**config.mk**
```make
export PLATFORM = sky130hd
export DESIGN_NAME = bcd_disp_scan
export DESIGN_NICKNAME = d
export VERILOG_FILES = /design/src/rtl/bcd_disp_scan.sv
export SDC_FILE = /design/constraint.sdc
export NUM_CORES = 1
export LEC_CHECK = 0
export ABC_AREA = 1
export ABC_CLOCK_PERIOD_IN_PS = 1830
export BUFFER_PORTS_ARGS = -buffer_cell sky130_fd_sc_hd__buf_2
export CORE_MARGIN = 2
export CORE_UTILIZATION = 47
export CTS_CLUSTER_DIAMETER = 30
export DETAILED_ROUTE_END_ITERATION = 16
export GPL_ROUTABILITY_DRIVEN = 0
export PLACE_DENSITY = 0.74
export SLEW_MARGIN = 40
export SYNTH_ARGS = -nofsm -noshare
export SYNTH_HDL_FRONTEND = slang
export SYNTH_SLANG_ARGS = --single-unit
```
**constraint.sdc**
```tcl
create_clock -name clk -period 1.83 [get_ports clk]
set_input_delay 0.2745 -clock clk [delete_from_list [all_inputs] [get_ports clk]]
set_output_delay 0.2745 -clock clk [all_outputs]
set_load 0.005 [all_outputs]
```
**src/rtl/bcd_disp_scan.sv**
```systemverilog
// Four-digit multiplexed 7-segment driver for packed BCD, with sticky invalid-digit flag.
// Latency: a load is visible on seg one cycle later; an/seg decode registered state only.
// Backpressure: none; load is a strobe accepted every cycle. Option: LEADING_ZERO_BLANK_EN.
module bcd_disp_scan #(
    parameter int unsigned SCAN_DIV = 4
) (
    input  logic        clk,
    input  logic        reset,
    input  logic [15:0] din,
    input  logic        load,
    input  logic        err_clr,
    output logic [6:0]  seg,
    output logic [3:0]  an,
    output logic        err
);

    localparam int unsigned    PW   = (SCAN_DIV > 1) ? $clog2(SCAN_DIV) : 1;
    localparam logic [PW-1:0]  PMAX = PW'(SCAN_DIV - 1);

    logic [15:0]   shadow;
    logic [PW-1:0] presc;
    logic [1:0]    idx;
    logic [3:0]    nib;
    logic          din_bad;
    logic          blank;

    function automatic logic nib_bad(input logic [3:0] n);
        return n[3] & (n[2] | n[1]);
    endfunction

    function automatic logic [6:0] seg7(input logic [3:0] n);
        logic [6:0] s;
        case (n)
            4'd0:    s = 7'b1111110;
            4'd1:    s = 7'b0110000;
            4'd2:    s = 7'b1101101;
            4'd3:    s = 7'b1111001;
            4'd4:    s = 7'b0110011;
            4'd5:    s = 7'b1011011;
            4'd6:    s = 7'b1011111;
            4'd7:    s = 7'b1110000;
            4'd8:    s = 7'b1111111;
            4'd9:    s = 7'b1111011;
            default: s = 7'b0000001;
        endcase
        return s;
    endfunction

    assign din_bad = nib_bad(din[3:0])  | nib_bad(din[7:4]) |
                     nib_bad(din[11:8]) | nib_bad(din[15:12]);

    always_ff @(posedge clk or negedge reset) begin
        if (!reset) begin
            shadow <= 16'h0000;
        end else if (load) begin
            shadow <= din;
        end
    end

    // Scan timing is free-running; loads and err_clr never touch it.
    always_ff @(posedge clk or negedge reset) begin
        if (!reset) begin
            presc <= '0;
            idx   <= 2'd0;
        end else if (presc == PMAX) begin
            presc <= '0;
            idx   <= idx + 2'd1;
        end else begin
            presc <= presc + PW'(1);
        end
    end

    // A set on the same edge as a clear wins.
    always_ff @(posedge clk or negedge reset) begin
        if (!reset) begin
            err <= 1'b0;
        end else if (load && din_bad) begin
            err <= 1'b1;
        end else if (err_clr) begin
            err <= 1'b0;
        end
    end

    always_comb begin
        nib = shadow[3:0];
        case (idx)
            2'd1:    nib = shadow[7:4];
            2'd2:    nib = shadow[11:8];
            2'd3:    nib = shadow[15:12];
            default: nib = shadow[3:0];
        endcase
    end

`ifdef LEADING_ZERO_BLANK_EN
    // Units never blank; an invalid nibble is non-zero so it can never blank either.
    always_comb begin
        blank = 1'b0;
        case (idx)
            2'd1:    blank = (shadow[15:4]  == 12'h000);
            2'd2:    blank = (shadow[15:8]  == 8'h00);
            2'd3:    blank = (shadow[15:12] == 4'h0);
            default: blank = 1'b0;
        endcase
    end
`else
    assign blank = 1'b0;
`endif

    assign seg = blank ? 7'b0000000 : seg7(nib);
    assign an  = 4'b0001 << idx;

endmodule

```
==> results.md <==
- Unrepaired setup endpoints after global routing: true
- Clock Sinks: 21
- Cts bufs inserted: 3
- Worst vdd ir: ~0.00061 V
- Sequential share of the synthesized area: 0.423
- Worst min path class: in -> reg
- Area of the multi-input gates: 833 µm²
- Cells on Worst Hold Path: 2
- Largest stage delay, worst path: 0.49 ns
- Class of the most critical setup path: reg -> out
- Mapped cell area: about 0.0012 mm²
- Async S/R FF share, synth: 1.00
- Fin cells: 216
- Final wirelength: 2920 µm
- Dpl ws: -0.224 ns
- Worst r2r src: idx[0]$_DFFE_PN0P_
- Largest cells by area after synthesis: dfrtp_1 (42%), nand2_1 (13%), mux2_2 (12%), ha_1 (11%), inv_1 (4.2%)
- Worst Hold Slack: 0.139 ns
- Overflow after GRT: 0
- Crit path max fanout: 6
- Crit. Startpoint: idx[0]$_DFFE_PN0P_
- Initial antenna violation count: 0
- CP Data Required Time: about 1.6 ns
- R2R depth: 4
- Total Power: 1.02 mW
- First-pass DRT Iterations: 4
- Area leader, netlist: dfrtp_1
- Switching power share of the total: 0.294
- Clock transition at path regs: ~0.12 ns
- CP arrival: 2.08 ns
- Root Buffer: clkbuf_4
- IO Count: 32
- Final min period: 2.35 ns
- Post-Route Setup TNS: -3.29 ns
- Final hold violation count: 0
- Pin count of the biggest net entering global routing: 22
- Placed cell count: 206
- Hold Path End: err$_DFFE_PN0P_
- Pint: 0.717 mW
- Most frequent CP cell: nand2_1
- Failing checks: negative setup slack
- Top-count cell post-synth: nand2_1
- Die Span X: 55.4 µm
- Layout cells sized above 1: 0.559
- Syn Inst Count: 137
- Number of max-slew violations in the final report: 0
- Max Clock Skew: about 0.00057 ns
- FF/Latch Area: 528 µm²
- Maximum clock frequency: 425 MHz
- Ys flop type: dfrtp_1
- Final worst-path cycle share: 1.29
- Measured slew at the worst slew-check pin: 0.456 ns
- Ant diodes: 0
- Clock Power Share: 0.222
- Skew-Pair Late Insertion Delay: 0.31 ns
- Initial Utilization: 0.497
- Worst setup margin: -0.522 ns
- Row count: 18
- Distinct cells, synth: 20
- Avg Inst Size Synth: between 9 and 10 µm²
- Nets: ~220
- Die Area: 0.00307 mm²
- H-Tree Depth: 1
- Pwr/cell area: 571 mW/mm²
- GRT Util Overall: 0.199
- Crit path max-delay cell type: dfrtp_2
- P_leak: 0.862 nW
- Worst rel slew slack: 0.696
- I/O Buffers: 31
- RR Endpoint: idx[1]$_DFFE_PN0P_
- Crit. End Element: output port
- Post-synth EDFFs: 0
- Via-to-Cell Ratio: between 5 and 6
- DR DRC count: 0
- Synthesized flop and latch total: 21
- Net Switching: between 0.2 and 0.3 mW
- Number of global-route vias before repair: 1052
- Syn-to-layout area delta: 42.9%
- Reg-to-reg slack, setup: 0.79 ns
- Die Ht: 55.4 µm
- FILL cells: 177
- Max Cap Violations: 0
- Total core area: 0.00250 mm²
- Cell Chain, Critical Path: inv_4, ha_4, inv_8, nand2_4, nor2_4, nor2_4, buf_6, ha_4, nand3_2, nand2_1, nand2_1, nand2_1, buf_2
- Yosys Warn Count: 0
- Status: finished with violations
- 1st-iter DRT viols: 44
- Clock buffer depth: 2
- Post-DR wirelength/cell: between 10 and 15 µm
- Share of power burned in registers: 0.518
- Mapped Nets: 168
- Combinational share of power: 0.259
- Synth cell count leaders: nand2_1 (42), dfrtp_1 (21), inv_1 (14)
- # setup viols final: 7
- CTS tree: built
- Top cell type's share of synthesized area: 0.423
- Via count: 1086
- Min-Delay Startpoint: err_clr
- Antenna Violating Nets Remaining: 0
- Worst setup SP type: flop
- Global-route wire length before repair: 4830 µm
- HPWL after DPL: roughly 2100 µm
==> registers in the layout, summed over array words and instances, names as in the netlist <==
| register | flops |
|---|---|
| presc | 2 |
| idx | 2 |
| err | 1 |
| shadow | 16 |
==> cells in the final DEF (no fill, tap or decap), types with 3 or more instances in the layout <==
cell and count:
buf_2 31, ha_4 6, nand2_1 32, nand2_2 9, mux2_2 13, clkbuf_4 3
nand3_1 4, dfrtp_1 19, inv_2 3, buf_4 14, inv_1 9, o21ai_0 9
ha_1 3, nand2_4 4
==> what timing repair did <==
item                                    in CTS  in global routing
gates resized for setup                     16                 27
endpoints found under the setup margin       7                  7
endpoints found under the hold margin       21                  0
pin swaps                                   12                 13
gates cloned                                 0                  0
hold buffers                                 1                  0
buffers inserted                             4                  2
==> power groups by stage <==
stage	registers [mW]	clock network (mW)	logic, mW
after floorplan	0.524	0	0.127
after global placement	0.530	0	0.203
after detailed placement	0.532	0	0.213
after CTS	0.523	0.233	0.235
after global routing	0.530	0.256	0.293
final	0.526	0.226	0.263
==> worst max path at each step <==
| stage | depth (start not counted) | slack [ns] | end |
|---|---|---|---|
| 2_1_floorplan | 11 | 0.003 | seg[3] |
| 3_3_place_gp | 12 | -0.12 | seg[3] |
| 3_5_place_dp | 12 | -0.22 | seg[2] |
| 4_1_cts | 13 | -0.51 | seg[3] |
| 5_1_grt | 13 | -0.64 | seg[3] |
| 6_report | 13 | -0.52 | seg[3] |
==> through the flow <==
step | utilization | cell area [µm²]
2_1_floorplan | - | 1270
3_3_place_gp | 0.611 | 1530
3_5_place_dp | 0.611 | 1530
4_1_cts | 0.660 | 1650
5_1_grt | 0.711 | 1780
6_report | 0.711 | 1780
==> cell type report <==
type                            count  share of cell area
Tap cell                           30              0.0211
Clock inverter                      1             0.00282
Timing Repair Buffer               47               0.158
Clock buffer                        3              0.0127
Inverter                           15              0.0387
Multi-Input combinational cell     99               0.469
Sequential cell                    21               0.297
==> metal layers <==
metal,part of all wire,GRT usage,vias up,wire length [µm]
met3,0.026,0.0141,9,76
met2,0.53,0.364,25,1550
met1,0.42,0.244,510,1220
met4,0.025,0.0732,0,74
li1,-,-,542,-
met5,0,0,-,0
==> kinds of logic after synthesis <==
logic type | synth area share
adder cells (fa/ha/maj) | 0.111
flip-flops | 0.423
XOR/XNOR | 0.00704
multiplexers | 0.118
buffers and inverters | 0.0553
AND/OR/NAND/NOR | 0.204
AO/OA/AOI/OAI | 0.0825
==> critical path: cells and delay by family (launching register included) <==
family	cells	cell delay, ns
buffers and inverters	4	0.37
adders and majority gates	2	0.44
and+or+nand+nor	7	0.45
DFF	1	0.49
Note: power is estimated with default switching activity, not from simulation.
